## src/rtl/approx_eval_pkg.sv

```systemverilog
// Shared types and width helpers for the approximate-multiplier sweep controller.
package approx_eval_pkg;

  typedef enum logic [1:0] {IDLE, SWEEP, DRAIN, DONE} sweep_state_t;

  function automatic int res_w(input int w);
    return 2 * w;
  endfunction

  function automatic int cnt_w(input int w);
    return 2 * w + 1;
  endfunction

  function automatic int sum_w(input int w);
    return 4 * w;
  endfunction

endpackage

```

## src/rtl/approx_err_accum.sv

```systemverilog
// Error-metric accumulator: compares a tagged MUT result with the exact product.
// Optional signed bias accumulator under APPROX_SWEEP_BIAS_EN.
module approx_err_accum
  import approx_eval_pkg::*;
#(
  parameter int W = 4
) (
  input  logic                     clk,
  input  logic                     rst,
  input  logic                     clr,
  input  logic                     en,
  input  logic [W-1:0]             a,
  input  logic [W-1:0]             b,
  input  logic [res_w(W)-1:0]      approx,
`ifdef APPROX_SWEEP_BIAS_EN
  output logic signed [sum_w(W):0] bias_sum,
`endif
  output logic [cnt_w(W)-1:0]      err_count,
  output logic [sum_w(W)-1:0]      sum_ed,
  output logic [res_w(W)-1:0]      max_ed
);
  localparam int RES_W = res_w(W);
  localparam int CNT_W = cnt_w(W);
  localparam int SUM_W = sum_w(W);

  logic [RES_W-1:0] exact, ed;

  assign exact = RES_W'(a) * RES_W'(b);
  assign ed    = (approx >= exact) ? approx - exact : exact - approx;

`ifdef APPROX_SWEEP_BIAS_EN
  logic signed [SUM_W:0] diff;
  assign diff = $signed({{(SUM_W+1-RES_W){1'b0}}, approx})
              - $signed({{(SUM_W+1-RES_W){1'b0}}, exact});

  always_ff @(posedge clk or posedge rst)
    if (rst)      bias_sum <= '0;
    else if (clr) bias_sum <= '0;
    else if (en)  bias_sum <= bias_sum + diff;
`endif

  always_ff @(posedge clk or posedge rst)
    if (rst) begin
      err_count <= '0;
      sum_ed    <= '0;
      max_ed    <= '0;
    end else if (clr) begin
      err_count <= '0;
      sum_ed    <= '0;
      max_ed    <= '0;
    end else if (en) begin
      err_count <= err_count + CNT_W'(ed != '0);
      sum_ed    <= sum_ed + SUM_W'(ed);
      if (ed > max_ed) max_ed <= ed;
    end

endmodule

```

## src/rtl/approx_mult_sweep_ctrl.sv

```systemverilog
// Sweep controller: walks every (A,B) pair through a MUT and accumulates error metrics.
// Optional bias_sum output under APPROX_SWEEP_BIAS_EN.
module approx_mult_sweep_ctrl
  import approx_eval_pkg::*;
#(
  parameter int W       = 4,
  parameter int MUL_LAT = 0
) (
  input  logic                     clk,
  input  logic                     rst,
  input  logic                     start,
  input  logic                     abort,
  output logic [W-1:0]             op_a,
  output logic [W-1:0]             op_b,
  input  logic [res_w(W)-1:0]      approx_result,
  output logic                     busy,
  output logic                     done,
  output logic                     aborted,
`ifdef APPROX_SWEEP_BIAS_EN
  output logic signed [sum_w(W):0] bias_sum,
`endif
  output logic [cnt_w(W)-1:0]      err_count,
  output logic [sum_w(W)-1:0]      sum_ed,
  output logic [res_w(W)-1:0]      max_ed,
  output logic [res_w(W)-1:0]      mean_ed
);
  localparam int RES_W   = res_w(W);
  localparam int SUM_W   = sum_w(W);
  localparam int DRAIN_W = $clog2(MUL_LAT + 2);
  localparam logic [RES_W-1:0] LAST = '1;

  sweep_state_t                  state;
  logic [MUL_LAT:0]              vld_pipe;
  logic [MUL_LAT:0][RES_W-1:0]   opnd_pipe;  // stage 0 is the operand register itself
  logic [DRAIN_W-1:0]            drain_cnt;
  logic                          acc_clr, acc_en;

  assign op_a    = opnd_pipe[0][RES_W-1:W];
  assign op_b    = opnd_pipe[0][W-1:0];
  assign mean_ed = sum_ed[SUM_W-1:RES_W];
  assign acc_clr = (state == IDLE) && start;
  // An abort edge must not fold in the sample arriving on that same edge.
  assign acc_en  = vld_pipe[MUL_LAT] && !abort;

  always_ff @(posedge clk or posedge rst)
    if (rst) begin
      state     <= IDLE;
      vld_pipe  <= '0;
      opnd_pipe <= '0;
      drain_cnt <= '0;
      busy      <= 1'b0;
      done      <= 1'b0;
      aborted   <= 1'b0;
    end else begin
      for (int i = 1; i <= MUL_LAT; i++) begin
        vld_pipe[i]  <= vld_pipe[i-1];
        opnd_pipe[i] <= opnd_pipe[i-1];
      end
      case (state)
        IDLE:
          if (start) begin
            state        <= SWEEP;
            busy         <= 1'b1;
            aborted      <= 1'b0;
            vld_pipe[0]  <= 1'b1;
            opnd_pipe[0] <= '0;
          end
        SWEEP, DRAIN:
          if (abort) begin
            state    <= IDLE;
            busy     <= 1'b0;
            aborted  <= 1'b1;
            vld_pipe <= '0;
          end else if (state == SWEEP) begin
            // SWEEP stays one cycle past the last issue so the final sample lands first.
            if (vld_pipe[0]) begin
              if (opnd_pipe[0] == LAST) vld_pipe[0]  <= 1'b0;
              else                      opnd_pipe[0] <= opnd_pipe[0] + 1'b1;
            end else if (MUL_LAT == 0) begin
              state <= DONE;
              busy  <= 1'b0;
              done  <= 1'b1;
            end else begin
              state     <= DRAIN;
              drain_cnt <= DRAIN_W'(MUL_LAT - 1);
            end
          end else if (drain_cnt == '0) begin
            state <= DONE;
            busy  <= 1'b0;
            done  <= 1'b1;
          end else begin
            drain_cnt <= drain_cnt - 1'b1;
          end
        DONE: begin
          state <= IDLE;
          done  <= 1'b0;
        end
        default: state <= IDLE;
      endcase
    end

  approx_err_accum #(.W(W)) u_accum (
    .clk       (clk),
    .rst       (rst),
    .clr       (acc_clr),
    .en        (acc_en),
    .a         (opnd_pipe[MUL_LAT][RES_W-1:W]),
    .b         (opnd_pipe[MUL_LAT][W-1:0]),
    .approx    (approx_result),
`ifdef APPROX_SWEEP_BIAS_EN
    .bias_sum  (bias_sum),
`endif
    .err_count (err_count),
    .sum_ed    (sum_ed),
    .max_ed    (max_ed)
  );

endmodule

```

## config.mk

```make
export PLATFORM = sky130hd
export DESIGN_NAME = approx_mult_sweep_ctrl
export DESIGN_NICKNAME = d
export VERILOG_FILES = /design/src/rtl/approx_eval_pkg.sv /design/src/rtl/approx_err_accum.sv /design/src/rtl/approx_mult_sweep_ctrl.sv
export SDC_FILE = /design/constraint.sdc
export NUM_CORES = 1
export LEC_CHECK = 0
export ABC_AREA = 1
export CORE_MARGIN = 1
export CORE_UTILIZATION = 48
export CTS_CLUSTER_SIZE = 20
export DETAILED_ROUTE_END_ITERATION = 10
export GPL_TIMING_DRIVEN = 0
export PLACE_DENSITY_LB_ADDON = 0.12
export REMOVE_ABC_BUFFERS = 1
export SLEW_MARGIN = 40
export SYNTH_ARGS = -nofsm -noshare
export SYNTH_HDL_FRONTEND = slang
export SYNTH_SLANG_ARGS = --single-unit
```

## constraint.sdc

```tcl
create_clock -name clk -period 5.45 [get_ports clk]
set_input_delay 1.09 -clock clk [delete_from_list [all_inputs] [get_ports clk]]
set_output_delay 1.09 -clock clk [all_outputs]
set_load 0.02 [all_outputs]
```

==> metrics.csv <==
stage,metric,value,unit
grt,first-pass GRT wire length,18080,um
pwr,worst-case vdd ir drop,0.3206,mV
synthesis,post-synth cell types,44,
critical_path,crit end category,flip-flop,
timing,fmax,193.7,MHz
routing,1st-iter DRT viols,182,
outcome,outcome,"complete, no violations",
critical_path,critical path arrival,5.35,ns
final_layout,proportion of layout cells with a drive suffix above 1,0.1393,
synthesis,number of synthesized flops with an enable pin,0,
final_layout,Final Cell Area,5415,um^2
final_layout,Layout Nets,741,
timing,crit share post-route,0.9473,
timing,Final Setup Violations,0,
pwr,Int Pwr,0.9719,mW
synthesis,"count leader, synth",nand2_1,
die,Core Rows,34,
routing,Via Count,4127,
grt,GR met3 Demand/Resource,0.03468,
synthesis,Yosys top cell area share,0.2726,
pwr,leak pwr,2.796,nW
timing,setup tns final,0,ns
die,core area,8721,um^2
critical_path,"Slowest-stage cell, CP",fa_1,
synthesis,Post-Syn Instances,595,
critical_path,startpoint class of the critical path,flip-flop,
synthesis,synthesized area per cell,7.251,um^2
cts,Max Root-Sink Buffers,2,
timing,Fin. Hold Viols,0,
cts,"Clk Latency, worst-skew pair",0.30,ns
synthesis,Adder-Cell Fraction of Synth Area,0.1700,
timing,worst hold slack,0.5094,ns
grt,initial antenna violation count,0,
synthesis,yosys warns,0,
grt,GR peak layer,met2,
synthesis,Async SR Flop Fraction,1.000,
pwr,Sw Ratio,0.4770,
timing,Clock Skew,0.004490,ns
grt,Total GRT Usage,0.2281,
synthesis,fraction of the mapped netlist area in simple logic gates,0.2906,
final_layout,fillers,779,
routing,DR pass1 iterations,6,
critical_path,"critical path fanouts, max",9,
pwr,Sequential Power Share,0.291,
grt,total grt overflow,0,
synthesis,Synth area leaders,"dfrtp_1, ha_1, nand2_1",
routing,ANT nets after route,0,
timing,post-layout min period,5.163,ns
synthesis,post-synthesis compound-gate area fraction,0.1253,
pwr,clock power share,0.119,
timing,Tightest Pin Transition,0.6309,ns
pwr,Overall Power,1.858,mW
die,Die H,96.81,um
grt,GR Util met1,0.3066,
timing,relative slew slack,0.5779,
final_layout,P&R area growth vs syn,25.52,%
synthesis,main flop type after synthesis,dfrtp_1,
synthesis,multiplexer share of the synthesized area,0,
routing,WL final,10490,um
routing,Via density,5.271,
cts,TritonCTS clock tree,built,
cts,H-Tree Depth,2,
critical_path,Required @ worst endpoint,5.64,ns
cts,CTS Root Cell,clkbuf_8,
die,I/O pin count,64,
synthesis,leading area contributor after synthesis,dfrtp_1,
critical_path,critical path class,flip-flop to flip-flop,
synthesis,largest family of logic cells by synthesized area,simple AND/OR/NAND/NOR gates,
die,Die Wd,96.81,um
routing,Wirelength per Cell,13.40,um
cts,clk sinks,47,
final_layout,# diodes,0,
place,port bufs,63,
timing,pins over their slew limit,0,
pwr,pwr dens,343.2,nW/um^2
critical_path,crit-path max cell delay,0.51,ns
synthesis,register area share after synthesis,0.2726,
synthesis,Synth Register Bits,47,
flow_run,Max-Cap Viols,0,
grt,vias in the first global route,3951,
synthesis,Synth Area in XOR/XNOR,0.02436,
cts,"Hold-fix buffers, CTS",0,
place,RD Place Congestion,0.8484,
grt,pin count of the biggest net entering global routing,31,
grt,met2 GRT Util,0.3917,
cts,"CTS clk-pin slew, worst paths",0.10,ns
routing,# DRC,0,
pwr,Switch Pwr,0.8863,mW
place,cell area after placement,5000,um^2
die,die area,9371,um^2
pwr,Comb pwr share,0.590,
place,DP Wirelength,8040,um
critical_path,reg2reg setup slack,0.29,ns
synthesis,most frequent cells after synthesis,"nand2_1, inv_1, ha_1",
die,Starting Density,0.4947,
synthesis,synthesized area,4314,um^2
min_path,worst hold path class,flip-flop to flip-flop,
cts,number of buffers created by CTS,5,
[power by group through the flow]
stage	logic [mW]	registers (mW)	clock network [mW]
6_report	1.10	0.542	0.221
2_1_floorplan	0.595	0.629	0
3_3_place_gp	1.01	0.542	0
3_5_place_dp	1.04	0.546	0
4_1_cts	1.06	0.540	0.225
5_1_grt	1.22	0.556	0.239
[worst max-delay path, delay by kind of cell, from the launching register on]
kind,cells,cell delay [ns]
AO/OA/AOI/OAI,4,0.38
flip-flops,1,0.44
adder cells (fa/ha/maj),5,1.99
buffers and inverters,7,0.54
XOR/XNOR,1,0.14
AND/OR/NAND/NOR,14,1.55
[per-layer routing]
metal	vias to the layer above	wire length (um)
met3	10	362
met2	79	5111
met4	0	93
li1	2089	-
met1	1949	4925
met5	-	0
[timing repair]
action / in CTS / in global routing
pin swaps: 3 / 13
setup endpoints to repair: 28 / 28
buffers inserted: 7 / 16
gates cloned: 0 / 0
resized for setup: 12 / 26
[cells by family (layout without fill, tap and decap cells)]
kind of cell	after synthesis	count (layout)
xor gates and xnor gates	12	12
adders and majority gates	55	55
buffers and inverters	121	201
and+or+nand+nor	268	268
AOI/OAI and AO/OA	92	92
DFF	47	47
[cell usage in the layout (no fill, tap or decap), drive strengths merged, types with 2 or more instances in the layout]
master         instances
dfrtp                 47
nand4                 16
nand2                143
o211ai                 3
nor3                  13
nand3b                 4
a21oi                 42
ha                    49
o21ai                 36
nor3b                  3
or2                    2
nor2                  37
buf                   24
nand3                 45
xor2                   7
fa                     6
a22o                   3
clkdlybuf4s50         63
xnor2                  5
clkbuf                 6
nor4                   2
clkinv                 2
inv                  106
[area by class of cell]
class | instances | area (um^2) | share of cell area
Clock buffer | 6 | 72.57 | 0.01340
Clock inverter | 2 | 17.52 | 0.003235
Tap cell | 108 | 135.1 | 0.02495
Timing Repair Buffer | 87 | 823.3 | 0.1520
Sequential cell | 47 | 1184 | 0.2186
Inverter | 106 | 402.9 | 0.07440
Multi-Input combinational cell | 427 | 2780 | 0.5134
[worst paths after layout]
| path | startpoint | end | cells after the start |
|---|---|---|---|
| worst max-delay path | opnd_pipe[2] | u_accum.max_ed[5] | 31 |
| worst min-delay path | done | done | 2 |
| worst max register to register | opnd_pipe[2] | u_accum.max_ed[5] | 31 |
| worst min register to register | done | done | 2 |
| max in group asynchronous | rst | opnd_pipe[1] | 3 |
| min in group asynchronous | rst | aborted | 2 |
[state kept, by name, summed over array words and instances, names as in the netlist]
name               count
vld_pipe               1
u_accum.max_ed         8
u_accum.sum_ed        16
done                   1
aborted                1
busy                   1
opnd_pipe              8
u_accum.err_count      9
state                  2
[per-stage QoR]
step / util / instances / setup WS (ns)
3_5_place_dp: 0.5733 / 752 / -0.4746
6_report: 0.6209 / 783 / 0.2871
3_3_place_gp: 0.5704 / 751 / -0.4605
4_1_cts: 0.5928 / 767 / 0.02156
5_1_grt: 0.6209 / 783 / -0.04064
2_1_floorplan: - / 580 / 0.1436
Power figures use the tool's default switching activity.
